==> config.mk <==
export PLATFORM = sky130hd
export DESIGN_NAME = axi3_to_ahb_bridge
export DESIGN_NICKNAME = d
export VERILOG_FILES = /design/src/rtl/axi3_to_ahb_bridge.sv
export SDC_FILE = /design/constraint.sdc
export NUM_CORES = 1
export LEC_CHECK = 0
export BUFFER_PORTS_ARGS = -buffer_cell sky130_fd_sc_hd__buf_4
export CORE_MARGIN = 2
export CORE_UTILIZATION = 30
export DETAILED_ROUTE_END_ITERATION = 8
export PLACE_DENSITY_LB_ADDON = 0.12
export SLEW_MARGIN = 20
export SYNTH_ARGS = -nofsm -noshare
export SYNTH_HDL_FRONTEND = slang
export SYNTH_SLANG_ARGS = --single-unit
export TNS_END_PERCENT = 1
==> constraint.sdc <==
create_clock -name clk -period 4 [get_ports clk]
set_input_delay 0.8 -clock clk [delete_from_list [all_inputs] [get_ports clk]]
set_output_delay 0.8 -clock clk [all_outputs]
set_load 0.01 [all_outputs]
==> src/rtl/axi3_to_ahb_bridge.sv <==
// AXI3 slave to AHB-Lite master bridge: one AXI burst at a time, each beat replayed
// as an AHB SINGLE NONSEQ transfer, read data / write response returned on AXI.
module axi3_to_ahb_bridge #(
  parameter int ADDR_WIDTH = 32,
  parameter int DATA_WIDTH = 32,
  parameter int ID_WIDTH   = 4
) (
  input  logic                  clk,
  input  logic                  rst,
  input  logic [ID_WIDTH-1:0]   awid,
  input  logic [ADDR_WIDTH-1:0] awaddr,
  input  logic [3:0]            awlen,
  input  logic [2:0]            awsize,
  input  logic [1:0]            awburst,
  input  logic                  awvalid,
  output logic                  awready,
  input  logic [DATA_WIDTH-1:0] wdata,
  input  logic [3:0]            wstrb,
  input  logic                  wlast,
  input  logic                  wvalid,
  output logic                  wready,
  output logic [ID_WIDTH-1:0]   bid,
  output logic [1:0]            bresp,
  output logic                  bvalid,
  input  logic                  bready,
  input  logic [ID_WIDTH-1:0]   arid,
  input  logic [ADDR_WIDTH-1:0] araddr,
  input  logic [3:0]            arlen,
  input  logic [2:0]            arsize,
  input  logic [1:0]            arburst,
  input  logic                  arvalid,
  output logic                  arready,
  output logic [ID_WIDTH-1:0]   rid,
  output logic [DATA_WIDTH-1:0] rdata,
  output logic [1:0]            rresp,
  output logic                  rlast,
  output logic                  rvalid,
  input  logic                  rready,
  output logic [ADDR_WIDTH-1:0] haddr,
  output logic [1:0]            htrans,
  output logic                  hwrite,
  output logic [2:0]            hsize,
  output logic [2:0]            hburst,
  output logic [DATA_WIDTH-1:0] hwdata,
  input  logic                  hready,
  input  logic                  hresp,
  input  logic [DATA_WIDTH-1:0] hrdata
);

  typedef enum logic [2:0] {
    IDLE     = 3'd0,
    W_DATA   = 3'd1,
    AHB_ADDR = 3'd2,
    AHB_DATA = 3'd3,
    R_RESP   = 3'd4,
    B_RESP   = 3'd5
  } state_t;

  state_t                state_q, state_d;
  logic                  rd_pri_q, rd_pri_d;
  logic [ID_WIDTH-1:0]   id_q, id_d;
  logic [ADDR_WIDTH-1:0] addr_q, addr_d;
  logic [3:0]            len_q, len_d;
  logic [2:0]            size_q, size_d;
  logic [1:0]            burst_q, burst_d;
  logic                  write_q, write_d;
  logic [3:0]            beat_q, beat_d;
  logic                  err_q, err_d;
  logic [DATA_WIDTH-1:0] wdata_q, wdata_d;
  logic [DATA_WIDTH-1:0] rdata_q, rdata_d;
  logic                  rerr_q, rerr_d;

  logic                  grant_rd, grant_wr, last_beat;
  logic [ADDR_WIDTH-1:0] addr_nxt;
  logic                  unused_w;

  // WRAP keeps the low bits inside a (len+1)<<size byte block; FIXED holds the address
  function automatic logic [ADDR_WIDTH-1:0] next_addr(
    input logic [ADDR_WIDTH-1:0] a,
    input logic [3:0]            len,
    input logic [2:0]            size,
    input logic [1:0]            burst
  );
    logic [ADDR_WIDTH-1:0] incr;
    logic [ADDR_WIDTH-1:0] mask;
    incr = ADDR_WIDTH'(1) << size;
    mask = ((ADDR_WIDTH'(len) + ADDR_WIDTH'(1)) << size) - ADDR_WIDTH'(1);
    case (burst)
      2'b00:   next_addr = a;
      2'b10:   next_addr = (a & ~mask) | ((a + incr) & mask);
      default: next_addr = a + incr;
    endcase
  endfunction

  assign unused_w  = ^{wstrb, wlast};
  assign grant_rd  = arvalid & (~awvalid | rd_pri_q);
  assign grant_wr  = awvalid & ~grant_rd;
  assign last_beat = (beat_q == len_q);
  assign addr_nxt  = next_addr(addr_q, len_q, size_q, burst_q);

  always_comb begin
    state_d  = state_q;
    rd_pri_d = rd_pri_q;
    id_d     = id_q;
    addr_d   = addr_q;
    len_d    = len_q;
    size_d   = size_q;
    burst_d  = burst_q;
    write_d  = write_q;
    beat_d   = beat_q;
    err_d    = err_q;
    wdata_d  = wdata_q;
    rdata_d  = rdata_q;
    rerr_d   = rerr_q;
    arready  = 1'b0;
    awready  = 1'b0;
    wready   = 1'b0;
    rvalid   = 1'b0;
    bvalid   = 1'b0;
    htrans   = 2'b00;
    case (state_q)
      IDLE: begin
        arready = grant_rd;
        awready = grant_wr;
        // Priority only flips when both channels contended in the same cycle
        if (grant_rd) begin
          id_d    = arid;
          addr_d  = araddr;
          len_d   = arlen;
          size_d  = arsize;
          burst_d = arburst;
          write_d = 1'b0;
          beat_d  = 4'd0;
          err_d   = 1'b0;
          state_d = AHB_ADDR;
          if (awvalid) rd_pri_d = 1'b0;
        end else if (grant_wr) begin
          id_d    = awid;
          addr_d  = awaddr;
          len_d   = awlen;
          size_d  = awsize;
          burst_d = awburst;
          write_d = 1'b1;
          beat_d  = 4'd0;
          err_d   = 1'b0;
          state_d = W_DATA;
          if (arvalid) rd_pri_d = 1'b1;
        end
      end
      W_DATA: begin
        wready = 1'b1;
        if (wvalid) begin
          wdata_d = wdata;
          state_d = AHB_ADDR;
        end
      end
      AHB_ADDR: begin
        htrans = 2'b10;
        if (hready) state_d = AHB_DATA;
      end
      AHB_DATA: begin
        if (hready) begin
          if (!write_q) begin
            rdata_d = hrdata;
            rerr_d  = hresp;
            state_d = R_RESP;
          end else begin
            err_d = err_q | hresp;
            if (last_beat) begin
              state_d = B_RESP;
            end else begin
              beat_d  = beat_q + 4'd1;
              addr_d  = addr_nxt;
              state_d = W_DATA;
            end
          end
        end
      end
      R_RESP: begin
        rvalid = 1'b1;
        if (rready) begin
          if (last_beat) begin
            state_d = IDLE;
          end else begin
            beat_d  = beat_q + 4'd1;
            addr_d  = addr_nxt;
            state_d = AHB_ADDR;
          end
        end
      end
      B_RESP: begin
        bvalid = 1'b1;
        if (bready) state_d = IDLE;
      end
      default: state_d = IDLE;
    endcase
  end

  always_ff @(posedge clk or posedge rst) begin
    if (rst) begin
      state_q  <= IDLE;
      rd_pri_q <= 1'b1;
      id_q     <= '0;
      addr_q   <= '0;
      len_q    <= '0;
      size_q   <= '0;
      burst_q  <= '0;
      write_q  <= 1'b0;
      beat_q   <= '0;
      err_q    <= 1'b0;
      wdata_q  <= '0;
      rdata_q  <= '0;
      rerr_q   <= 1'b0;
    end else begin
      state_q  <= state_d;
      rd_pri_q <= rd_pri_d;
      id_q     <= id_d;
      addr_q   <= addr_d;
      len_q    <= len_d;
      size_q   <= size_d;
      burst_q  <= burst_d;
      write_q  <= write_d;
      beat_q   <= beat_d;
      err_q    <= err_d;
      wdata_q  <= wdata_d;
      rdata_q  <= rdata_d;
      rerr_q   <= rerr_d;
    end
  end

  // AHB address-phase signals come straight from the latched burst state so they hold during waits
  assign haddr  = addr_q;
  assign hwrite = write_q;
  assign hsize  = (size_q > 3'd2) ? 3'd2 : size_q;
  assign hburst = 3'b000;
  assign hwdata = wdata_q;
  assign rdata  = rdata_q;
  assign rresp  = {rerr_q, 1'b0};
  assign rlast  = (state_q == R_RESP) && last_beat;
  assign rid    = id_q;
  assign bid    = id_q;
  assign bresp  = {err_q, 1'b0};

endmodule

# Word-level counts from Yosys, hierarchy flattened

Cells that the tools add are included.

Add/subtract/negate cells: 4
Multipliers: 0
Div/mod/pow operators: 0
$lt $le $gt $ge: 1
Eq/ne operators: 15
Shift operators: 2
Muxes and demuxes: 52
Bitwise logic cells: 11
Reduce and logical (&&, ||, !) cells: 14

Operators by type and width:

| operator              | count |
|---|---|
| $mux 32               | 6 |
| $pmux 32 s3           | 1 |
| $and 32x32->32        | 2 |
| $pmux 32 s2           | 1 |
| $mux 4                | 10 |
| $mux 3                | 12 |
| $add 32x32->32        | 1 |
| $not 32->32           | 1 |
| $or 32x32->32         | 1 |
| $shl 1x3->32 const A  | 1 |
| $shl 5x3->32          | 1 |
| $sub 32x1->32 const B | 1 |
| $pmux 3 s6            | 1 |
| $mux 1                | 15 |
| $ne 2x2->1 const B    | 7 |
| $pmux 4 s3            | 1 |
| $mux 2                | 4 |
| $reduce_and 4->1      | 2 |
| $eq 3x2->1 const B    | 2 |
| $eq 3x3->1 const B    | 2 |
| $reduce_and 6->1      | 1 |
| $reduce_bool 2->1     | 3 |
| $add 4x1->5 const B   | 1 |
| $reduce_and 5->1      | 1 |
| other kinds (16)      | 21 |

Flip-flop bits (word level): 120
Bits in latches: 0
Bits in writable memories: 0
ROM bits: 0
Bits of input ports: 168
Output and inout bits: 123
Word-level logic and storage cells: 112
Memories kept: 0

# Depth between registers and ports, before layout

Gate-level depths: netlist of the first run.

Word-level depth: 11
Mapped depth: 15
Gate-level depth less buffers: 14

# Worst setup path before layout of the first run

OpenSTA, ideal clock, no wires.

Kind: reg-to-reg
Start: register size_q[1]
End: register with a tool-made name
Data arrival time: 3038 ps
Required time: 3865 ps
Slack: 827 ps
Stages on the path, launching flop included: 16
Buffers on the path: 1
Clock period less this slack: 3173 ps
Cells stage by stage: dfrtp_1 > buf_2 > nor2_1 > inv_1 > nor2_1 > ha_1 > inv_1 > fa_1 > nor2b_1 > o21ai_0 > a21boi_0 > o211ai_1 > nor2_1 > nand2_1 > o311ai_0 > o21ai_1

RTL lines:

| element                | RTL line | source |
|---|---|---|
| from (decl)            | 64       | `logic [2:0] size_q, size_d;` |
| from (signal assigned) | 220      | `size_q <= size_d;` |

==> flow_metrics.env, run 1 <==
export IMPL_grt_usage=0.1881
export IMPL_seq_power_share=0.269
export IMPL_fin_crit_sh=0.8443
export IMPL_cp_startpoint="size_q[1]$_DFFE_PP0P_"
export IMPL_cp_depth=15
export IMPL_drcViolationCount=0
export IMPL_initial_utilization=0.3050
export IMPL_met1_usage=0.2426
export IMPL_die_area_mm2=0.02600
export IMPL_async_reset_ff_frac=1.000
export IMPL_viasPerCell=5.006
export IMPL_seq_area_frac_synth=0.4050
export IMPL_max_freq_ghz=0.2961
export IMPL_use_met2=0.2932
export IMPL_place_inst=1376
export IMPL_ff2ff_setup_slack_ps=620
export IMPL_rows=57
export IMPL_firstDrtPassIters=4
export IMPL_die_w_um=161.2
export IMPL_core_mm2=0.02432
export IMPL_gp_congestion=0.8498
export IMPL_numCtsBuffers=17
export IMPL_synth_area_mm2=0.007417
export IMPL_portBuffers=278
export IMPL_hold_viol=0
export IMPL_critPathMaxFanout=6
export IMPL_grt_start_max_net_pins=55
export IMPL_clkLatencyLatePin_ps=420
export IMPL_yosys_top_cells_area="dfrtp_1, mux2_2, nand2_1"
export IMPL_antenna_found_initial=0
export IMPL_period_needed_ps=3377
export IMPL_switching_share=0.4364
export IMPL_postCtsSetupRepairBufs=0
export IMPL_ys_flop_type="dfrtp_1"
export IMPL_cts_hold_buffers=0
export IMPL_synthCells=813
export IMPL_max_slew_margin=0.4820
export IMPL_finClkSkew_ps=14.42
export IMPL_max_cap_violations=0
export IMPL_cts_tree="built"
export IMPL_clkPwrFrac=0.169
export IMPL_worst_pin_slew_ps=771.8
export IMPL_switchingPower_w=0.003918
export IMPL_fp_dieH_um=161.2
export IMPL_clk_pin_slew_worst_paths_ps=70
export IMPL_clkSinkCount=120
export IMPL_diodes=0
export IMPL_final_instance_count_excl_fill=1407
export IMPL_yosysWarnings=0
export IMPL_tns_ps=0
export IMPL_synth_edf_count=0
export IMPL_start_kind="flop"
export IMPL_root_buffer="clkbuf_16"
export IMPL_synth_area_per_cell_um2=9.123
export IMPL_routed_wl_um=24510
export IMPL_slowest_delay_ps=470
export IMPL_rsz0062_at_grt="no"
export IMPL_drive_gt1_frac=0.3952
export IMPL_cts_resized=0
export IMPL_finalSetupViolCount=0
export IMPL_stdcell_area_mm2=0.01034
export IMPL_yosysUniqueCellTypes=85
export IMPL_met3_usage=0.07524
export IMPL_p_leak_nw=4.703
export IMPL_placed_cell_area_mm2=0.009776
export IMPL_ys_ff_latch=120
export IMPL_clock_path_buffers=2
export IMPL_area_growth_pct=39.37
export IMPL_crit_family="compound AO/OA/AOI/OAI gates"
export IMPL_reg2reg_from="size_q[1]$_DFFE_PP0P_"
export IMPL_seqCellArea_mm2=0.003004
export IMPL_grt_pass1_vias=7147
export IMPL_crit_slowest_cell="a21boi_0"
export IMPL_endpoint_kind="flop"
export IMPL_grt_pass1_wl_um=38830
export IMPL_ctsHtreeMaxLevel=4
export IMPL_drv_slew=0
export IMPL_fillers=2443
export IMPL_vias=7043
export IMPL_wire_per_inst_um=17.42
export IMPL_powerDensity_mw_per_mm2=868.5
export IMPL_utilization=0.4251
export IMPL_nets=1252
export IMPL_synth_area_leader_cell="dfrtp_1"
export IMPL_outcome="finished clean"
export IMPL_vdd_ir_drop_max_v=0.0003806
export IMPL_internal_power_w=0.005060
export IMPL_num_io_pins=291
export IMPL_cpMostUsedCell="nor2_1"
export IMPL_cp_cell_sequence="nor2_1 -> inv_1 -> nor2_1 -> ha_1 -> inv_1 -> fa_1 -> nor2b_1 -> o21ai_0 -> a21boi_0 -> o211ai_1 -> nor2_1 -> buf_4 -> nand2_1 -> o311ai_0 -> o21ai_1"
export IMPL_worstPathRequired_ps=4280
export IMPL_reg2regPathDepth=15
export IMPL_crit_arrival_ps=3660
export IMPL_multi_input_comb_area_mm2=0.004044
export IMPL_hpwl_um=18040
export IMPL_worst_setup_path_type="reg -> reg"
export IMPL_gr_total_overflow=0
export IMPL_path_buf_inv=3
export IMPL_top_usage_layer="met2"
export IMPL_antenna_left=0
export IMPL_p_comb_frac=0.562
export IMPL_holdWs_ps=502.0
export IMPL_drt_iter0_drc=393
export IMPL_synth_top_area_frac=0.4015
export IMPL_hold_path_class="in -> async"
## worst reg2reg max path, delay by kind of cell (launching register included)
kind / cells / cell delay [ps]
compound gates: 5 / 1300
fa+ha+maj: 2 / 590
buf+inv: 3 / 330
flops: 1 / 380
simple gates: 5 / 650
## cell usage in the layout (no fill, tap or decap), types with 4 or more instances in the layout
| cell type | instances |
|---|---|
| or3_1 | 5 |
| and2_1 | 7 |
| inv_1 | 19 |
| xor2_1 | 5 |
| o22a_1 | 8 |
| buf_4 | 296 |
| dfrtp_1 | 119 |
| a32oi_1 | 4 |
| mux2i_1 | 9 |
| xnor2_1 | 16 |
| o211ai_1 | 10 |
| inv_6 | 8 |
| clkbuf_16 | 17 |
| nor3_1 | 23 |
| a21o_1 | 4 |
| and4_1 | 5 |
| nand3_1 | 19 |
| o21a_1 | 4 |
| nor2_1 | 74 |
| a21oi_1 | 41 |
| o21ai_0 | 39 |
| conb_1 | 7 |
| nand2_1 | 114 |
| a211oi_1 | 5 |
| nand3b_1 | 4 |
| mux2_2 | 70 |
| and3_1 | 9 |
| o31ai_1 | 4 |
| ha_1 | 12 |
| a31oi_1 | 26 |
| o21ai_1 | 5 |
| nand4_1 | 6 |
| nand2b_1 | 9 |
## Yosys cell counts, types with 4 or more instances
cell type and number:
o31ai_1 4, nand2_1 114, a21oi_1 41, xnor2_1 16, and2_1 7, xor2_1 5, buf_1 7, mux2_2 70
o21ai_1 6, nand2b_1 9, and3_1 9, dfrtp_1 119, nor3_1 23, o22a_1 8, o211ai_1 10, mux2i_1 9
or3_1 5, a32oi_1 4, and4_1 5, a31oi_1 26, ha_1 12, nor2_1 75, buf_2 9, clkbuf_1 29
nand3b_1 4, nand4_1 6, a21o_1 4, buf_4 16, nand3_1 19, inv_1 20, o21ai_0 39, o21a_1 6
a211oi_1 5
## cell families after synthesis
family          Yosys count  share of synthesized area
compound gates          195                     0.1793
xor+xnor                 21                    0.02480
fa+ha+maj                13                    0.02294
buf+inv                  85                    0.05567
flops                   120                     0.4050
mux                      79                     0.1184
other cells               1                  0.0005056
simple gates            299                     0.1933
## per-stage QoR
step | setup WS (ps) | total power (W)
floorplan | 15.83 | 0.005645
global placement | 670.1 | 0.007483
detailed placement | 643.7 | 0.007512
CTS | 621.0 | 0.009078
global route | 263.1 | 0.009717
finish | 622.9 | 0.008978
## final cells by class
class                   instances  share of cell area
inverters                      21            0.007867
multi-input cells             614              0.3912
repair buffers                297              0.2169
well taps                     324             0.03922
flip-flops and latches        120              0.2906
clock buffers                  17             0.04115
clock inverters                14             0.01307
## metal layers
layer,vias to the layer above,wire length (µm)
met1,3341,10650
met5,-,0
met2,263,11090
met4,0,326
met3,21,2444
li1,3418,-
## worst min path at each step
| stage | depth (start not counted) | slack, ps | to |
|---|---|---|---|
| 2_1_floorplan | 2 | 470 | err_q$_DFFE_PP0P_ |
| 3_3_place_gp | 1 | 490 | rdata[12]$_DFFE_PP0P_ |
| 3_5_place_dp | 1 | 500 | rdata[18]$_DFFE_PP0P_ |
| 4_1_cts | 1 | 510 | hwdata[9]$_DFFE_PP0P_ |
| 5_1_grt | 1 | 520 | hwdata[22]$_DFFE_PP0P_ |
| 6_report | 2 | 500 | hwdata[23]$_DFFE_PP0P_ |
## power by group through the flow
stage / Sequential, W / Clock [W] / Combinational, W
2_1_floorplan: 0.00246 / 0 / 0.00318
3_3_place_gp: 0.00242 / 0 / 0.00506
3_5_place_dp: 0.00243 / 0 / 0.00508
4_1_cts: 0.00242 / 0.00156 / 0.00510
5_1_grt: 0.00252 / 0.00161 / 0.00559
6_report: 0.00242 / 0.00152 / 0.00504
Power figures use the tool's default switching activity.
==> run 2, diff against run 1 <==
--- a/config.mk
+++ b/config.mk
@@ -5,6 +5,7 @@
 export SDC_FILE = /design/constraint.sdc
 export NUM_CORES = 1
 export LEC_CHECK = 0
+export ABC_AREA = 1
 export BUFFER_PORTS_ARGS = -buffer_cell sky130_fd_sc_hd__buf_4
 export CORE_MARGIN = 2
 export CORE_UTILIZATION = 30
==> constraint.sdc (replaced) <==
create_clock -name clk -period 3.25 [get_ports clk]
set_input_delay 0.65 -clock clk [delete_from_list [all_inputs] [get_ports clk]]
set_output_delay 0.65 -clock clk [all_outputs]
set_load 0.01 [all_outputs]
==> run 2 against run 1 <==
Against the previous run:
- flip-flop and latch count unchanged
- register-to-register slack worse by 290 ps
- global-route usage up 0.59 points
- fmax up 16%
- critical path type unchanged
==> flow_metrics.env, run 2 <==
export IMPL_async_reset_ff_frac=1.000
export IMPL_vdd_ir_drop_max_v=0.0004209
export IMPL_fin_total_pwr_w=0.01111
export IMPL_fin_crit_sh=0.8964
export IMPL_synth_most_common_cell="nand2_1"
export IMPL_clkSinkCount=120
export IMPL_clkLatencyLatePin_ps=410
export IMPL_ys_flop_type="dfrtp_1"
export IMPL_crit_arrival_ps=3240
export IMPL_place_inst=1559
export IMPL_yosys_top_cells_area="dfrtp_1, nand2_1, mux2_2"
export IMPL_hpwl_um=19460
export IMPL_worst_setup_path_type="reg -> reg"
export IMPL_start_kind="flop"
export IMPL_wire_per_inst_um=16.09
export IMPL_die_area_mm2=0.02641
export IMPL_synth_common_cells="nand2_1, nor2_1, dfrtp_1"
export IMPL_drv_slew=0
export IMPL_powerDensity_mw_per_mm2=1046
export IMPL_synth_edf_count=0
export IMPL_routed_wl_um=25600
export IMPL_cts_hold_buffers=0
export IMPL_viasPerCell=4.683
export IMPL_layout_commonest_cell="buf_4"
export IMPL_tns_ps=0
export IMPL_grt_pass1_vias=7509
export IMPL_finalSetupViolCount=0
export IMPL_portBuffers=278
export IMPL_clock_path_buffers=2
export IMPL_cpMostUsedCell="nand2_1"
export IMPL_drive_gt1_frac=0.3600
export IMPL_postCtsSetupRepairBufs=0
export IMPL_max_slew_margin=0.5200
export IMPL_path_buf_inv=2
export IMPL_grt_start_max_net_pins=63
export IMPL_synth_area_mm2=0.007538
export IMPL_numCtsBuffers=17
export IMPL_synth_area_per_cell_um2=7.764
export IMPL_nets=1429
export IMPL_layout_common_cells="buf_4, nand2_1, nor2_1"
export IMPL_grt_usage=0.1939
export IMPL_hold_path_class="in -> async"
export IMPL_antenna_left=0
export IMPL_die_w_um=162.5
export IMPL_synthCells=971
export IMPL_grt_pass1_wl_um=40420
export IMPL_ff2ff_setup_slack_ps=340
export IMPL_diodes=0
export IMPL_outcome="finished clean"
export IMPL_crit_slowest_cell="dfrtp_1"
export IMPL_gp_congestion=0.8920
export IMPL_cts_tree="built"
export IMPL_max_freq_ghz=0.3433
export IMPL_crit_family="simple AND/OR/NAND/NOR gates"
export IMPL_ys_ff_latch=120
export IMPL_seq_area_frac_synth=0.3985
export IMPL_antenna_found_initial=0
export IMPL_worst_pin_slew_ps=718.5
export IMPL_cp_cell_sequence="buf_4 -> clkinvlp_4 -> nor3_2 -> ha_1 -> nand2_1 -> o21ai_0 -> nand2_1 -> nand3_1 -> nand2_1 -> nor2_2 -> nand2_1 -> o21ai_0 -> o2111ai_1 -> a21boi_1"
export IMPL_drt_iter0_drc=344
export IMPL_worstPathRequired_ps=3580
export IMPL_synth_area_leader_cell="dfrtp_1"
export IMPL_finClkSkew_ps=12.25
export IMPL_yosysUniqueCellTypes=54
export IMPL_fp_dieH_um=162.5
export IMPL_hold_viol=0
export IMPL_vias=7451
export IMPL_final_instance_count_excl_fill=1591
export IMPL_clk_pin_slew_worst_paths_ps=60
export IMPL_rows=58
export IMPL_reg2regPathDepth=14
export IMPL_area_growth_pct=40.83
export IMPL_yosysWarnings=0
export IMPL_drcViolationCount=0
export IMPL_max_cap_violations=0
export IMPL_p_leak_nw=5.239
export IMPL_period_needed_ps=2913
export IMPL_slowest_delay_ps=340
export IMPL_synth_top_area_frac=0.3950
export IMPL_reg2reg_from="size_q[2]$_DFFE_PP0P_"
export IMPL_holdWs_ps=355.4
export IMPL_gr_total_overflow=0
export IMPL_utilization=0.4265
export IMPL_fillers=2585
export IMPL_core_mm2=0.02489
export IMPL_num_io_pins=291
export IMPL_endpoint_kind="flop"
export IMPL_firstDrtPassIters=4
export IMPL_critPathMaxFanout=11
export IMPL_initial_utilization=0.3029
export IMPL_root_buffer="clkbuf_16"
export IMPL_ctsHtreeMaxLevel=4
run 2: cell types whose count changed after synthesis, sizes merged, moves of 11 or more:
cell,previous run,this run
o21ai,45,91
nand2,115,224
nor3,24,12
a31oi,27,3
inv,21,86
a21oi,45,23
nand2b,11,0
nor2,75,151
nand3,19,56
run 2: final cells by class:
class                   count  area (µm²)  share of cell area
clock buffers              17       425.4             0.04007
clock inverters            15       177.7             0.01674
inverters                  87       334.1             0.03147
multi-input cells         723        4005              0.3773
flip-flops and latches    120        3004              0.2830
well taps                 330       412.9             0.03889
repair buffers            299        2257              0.2126
run 2: power by group:
group / internal [W] / switching, W
Combinational: 0.00266 / 0.00355
Clock: 0.00116 / 0.000820
Sequential: 0.00225 / 0.000669
Total: 0.00607 / 0.00503
run 2: repair_timing:
item                                    4_1_cts  5_1_grt
gates resized for setup                       0        7
hold endpoints to repair                      0        0
endpoints found under the setup margin        0       12
run 2: logic make-up after synthesis:
| group | count (synthesis) | synth area share |
|---|---|---|
| AND/OR/NAND/NOR | 468 | 0.2642 |
| adder cells (fa/ha/maj) | 13 | 0.02257 |
| multiplexers | 66 | 0.09859 |
| buffers and inverters | 134 | 0.07751 |
| other | 1 | 0.0004974 |
| AO/OA/AOI/OAI | 147 | 0.1125 |
| XOR/XNOR | 22 | 0.02556 |
| flip-flops | 120 | 0.3985 |
run 2: worst register-to-register path: stages (launching register included):
cell        delay [ps]
dfrtp_1            340
buf_4              180
clkinvlp_4         240
nor3_2             250
ha_1               240
nand2_1            110
o21ai_0            270
nand2_1            110
nand3_1            150
nand2_1            160
nor2_2             220
nand2_1            110
o21ai_0            180
o2111ai_1          120
a21boi_1           150
run 2: metal layers:
layer / vias to the layer above / global-route usage / part of all wire
li1: 3718 / - / -
met1: 3478 / 0.2439 / 0.43
met2: 236 / 0.3298 / 0.48
met3: 19 / 0.05908 / 0.077
met4: 0 / 0.03982 / 0.011
met5: - / 0 / 0
run 2: stage by stage:
| step | setup slack (ps) | instance area (µm²) |
|---|---|---|
| 2_1_floorplan | 522.5 | 7565 |
| 3_3_place_gp | 204.1 | 9991 |
| 3_5_place_dp | 179.1 | 9991 |
| 4_1_cts | 149.6 | 10590 |
| 5_1_grt | -0.9552 | 10620 |
| 6_report | 336.8 | 10620 |
run 2: worst max path at each step:
| stage | end | startpoint | depth (start not counted) | slack (ps) |
|---|---|---|---|---|
| 2_1_floorplan | flop | size_q[1]$_DFFE_PP0P_ | 20 | 520 |
| 3_3_place_gp | flop | size_q[2]$_DFFE_PP0P_ | 17 | 200 |
| 3_5_place_dp | flop | size_q[2]$_DFFE_PP0P_ | 17 | 180 |
| 4_1_cts | flop | size_q[2]$_DFFE_PP0P_ | 17 | 150 |
| 5_1_grt | flop | size_q[2]$_DFFE_PP0P_ | 17 | -1 |
| 6_report | flop | size_q[2]$_DFFE_PP0P_ | 14 | 340 |
==> run 3, diff against run 2 <==
--- a/config.mk
+++ b/config.mk
@@ -10,7 +10,7 @@
 export CORE_MARGIN = 2
 export CORE_UTILIZATION = 30
 export DETAILED_ROUTE_END_ITERATION = 8
-export PLACE_DENSITY_LB_ADDON = 0.12
+export PLACE_DENSITY = 0.65
 export SLEW_MARGIN = 20
 export SYNTH_ARGS = -nofsm -noshare
 export SYNTH_HDL_FRONTEND = slang
==> run 3 against run 2 <==
Against the previous run:
- clock power is 3% lower
- critical path type unchanged
- sequential power hardly changed
- global-route usage is 0.33 points lower
- core utilization hardly changed
- largest power group unchanged
==> flow_metrics.env, run 3 (synthesis results as in run 2) <==
export IMPL_outcome="finished clean"
export IMPL_root_buffer="clkbuf_16"
export IMPL_vias=7571
export IMPL_drv_slew=0
export IMPL_fin_crit_sh=0.8996
export IMPL_fp_dieH_um=162.5
export IMPL_layout_common_cells="buf_4, nand2_1, nor2_1"
export IMPL_grt_usage=0.1907
export IMPL_rows=58
export IMPL_max_slew_margin=0.6283
export IMPL_switching_share=0.4631
export IMPL_clock_path_buffers=2
export IMPL_hpwl_um=19200
export IMPL_die_w_um=162.5
export IMPL_crit_arrival_ps=3280
export IMPL_fin_total_pwr_w=0.01108
export IMPL_layout_commonest_cell="buf_4"
export IMPL_finClkSkew_ps=19.56
export IMPL_ctsHtreeMaxLevel=4
export IMPL_p_comb_frac=0.562
export IMPL_nets=1428
export IMPL_grt_pass1_vias=7623
export IMPL_period_needed_ps=2924
export IMPL_num_io_pins=291
export IMPL_max_freq_ghz=0.3420
export IMPL_firstDrtPassIters=5
export IMPL_worst_pin_slew_ps=557.5
export IMPL_drive_gt1_frac=0.3595
export IMPL_clkPwrFrac=0.174
export IMPL_initial_utilization=0.3029
export IMPL_switchingPower_w=0.005132
export IMPL_hold_path_class="in -> async"
export IMPL_cts_tree="built"
export IMPL_start_kind="flop"
export IMPL_routed_wl_um=25170
export IMPL_hold_viol=0
export IMPL_clk_pin_slew_worst_paths_ps=70
export IMPL_critPathMaxFanout=4
export IMPL_powerDensity_mw_per_mm2=1043
export IMPL_cts_resized=0
export IMPL_wire_per_inst_um=15.82
export IMPL_seq_power_share=0.265
export IMPL_area_growth_pct=40.96
export IMPL_antenna_found_initial=1
export IMPL_cts_hold_buffers=0
export IMPL_portBuffers=278
export IMPL_viasPerCell=4.759
export IMPL_finalSetupViolCount=0
export IMPL_gr_total_overflow=0
export IMPL_endpoint_kind="flop"
export IMPL_clkLatencyLatePin_ps=430
export IMPL_rsz0062_at_grt="no"
export IMPL_drt_iter0_drc=390
export IMPL_numCtsBuffers=17
export IMPL_grt_start_max_net_pins=69
export IMPL_grt_pass1_wl_um=39560
export IMPL_postCtsSetupRepairBufs=0
export IMPL_drcViolationCount=0
export IMPL_vdd_ir_drop_max_v=0.0004512
export IMPL_gp_congestion=0.9071
export IMPL_antenna_left=0
export IMPL_max_cap_violations=0
export IMPL_internal_power_w=0.005950
export IMPL_worst_setup_path_type="reg -> reg"
export IMPL_clkSinkCount=120
export IMPL_p_leak_nw=5.238
export IMPL_die_area_mm2=0.02641
export IMPL_worstPathRequired_ps=3610
export IMPL_tns_ps=0
export IMPL_core_mm2=0.02489
run 3: critical path, cell delays in order, from the launching register on:
cell	delay (ps)
dfrtp_1	390
nor2_1	140
inv_1	120
nor2_1	110
ha_1	170
inv_1	50
fa_1	420
inv_1	100
nand2_1	80
o21ai_2	150
nand3_1	100
nand2_2	150
nand2_1	80
nor2_1	140
nand2_1	100
nor2_1	120
xor2_1	160
nand3_1	90
nand2_1	80
nand2_1	50
nand2_1	60
run 3: power groups by stage:
stage | clock network, W | logic (W) | registers [W]
detailed placement | 0 | 0.00623 | 0.00295
finish | 0.00192 | 0.00623 | 0.00293
global route | 0.00204 | 0.00691 | 0.00304
floorplan | 0 | 0.00372 | 0.00305
CTS | 0.00198 | 0.00625 | 0.00294
global placement | 0 | 0.00616 | 0.00293
run 3: final timing paths:
path	start	to	slack (ps)	cells past startpoint
worst max-delay path	size_q[1]$_DFFE_PP0P_	flop	330	20
worst min-delay path	rst	hwdata[0]$_DFFE_PP0P_	330	3
worst max register to register	size_q[1]$_DFFE_PP0P_	flop	330	20
worst min register to register	hwdata[4]$_DFFE_PP0P_	hwdata[4]$_DFFE_PP0P_	510	1
max in group asynchronous	rst	asynchronous set/reset pin	2550	3
min in group clk	wdata[16]	hwdata[16]$_DFFE_PP0P_	450	2
run 3: final cells by class:
type | instances | area [µm²]
flip-flops and latches | 120 | 3004
clock inverters | 15 | 180.2
inverters | 87 | 334.1
repair buffers | 298 | 2262
fillers | 2498 | 14260
diodes | 1 | 2.502
multi-input cells | 723 | 4005
well taps | 330 | 412.9
clock buffers | 17 | 425.4
run 3: metal layers:
metal / part of all wire / vias to the layer above / track usage
met5: 0 / - / 0
met4: 0.014 / 0 / 0.05109
met3: 0.076 / 28 / 0.05704
met2: 0.50 / 249 / 0.3373
met1: 0.41 / 3563 / 0.2250
li1: - / 3731 / -
run 3: metrics by stage:
step                      worst slack, ps  cells  area, µm²  utilization  hold slack [ps]
final                               326.4   1591      10630       0.4269            333.6
after global routing                3.550   1590      10620       0.4268            367.7
after CTS                           213.0   1590      10600       0.4259            333.5
after detailed placement            223.4   1558       9996       0.4016            494.1
after global placement              286.1   1558       9996       0.4016            490.2
after floorplan                     522.5    977       7565            -            463.6
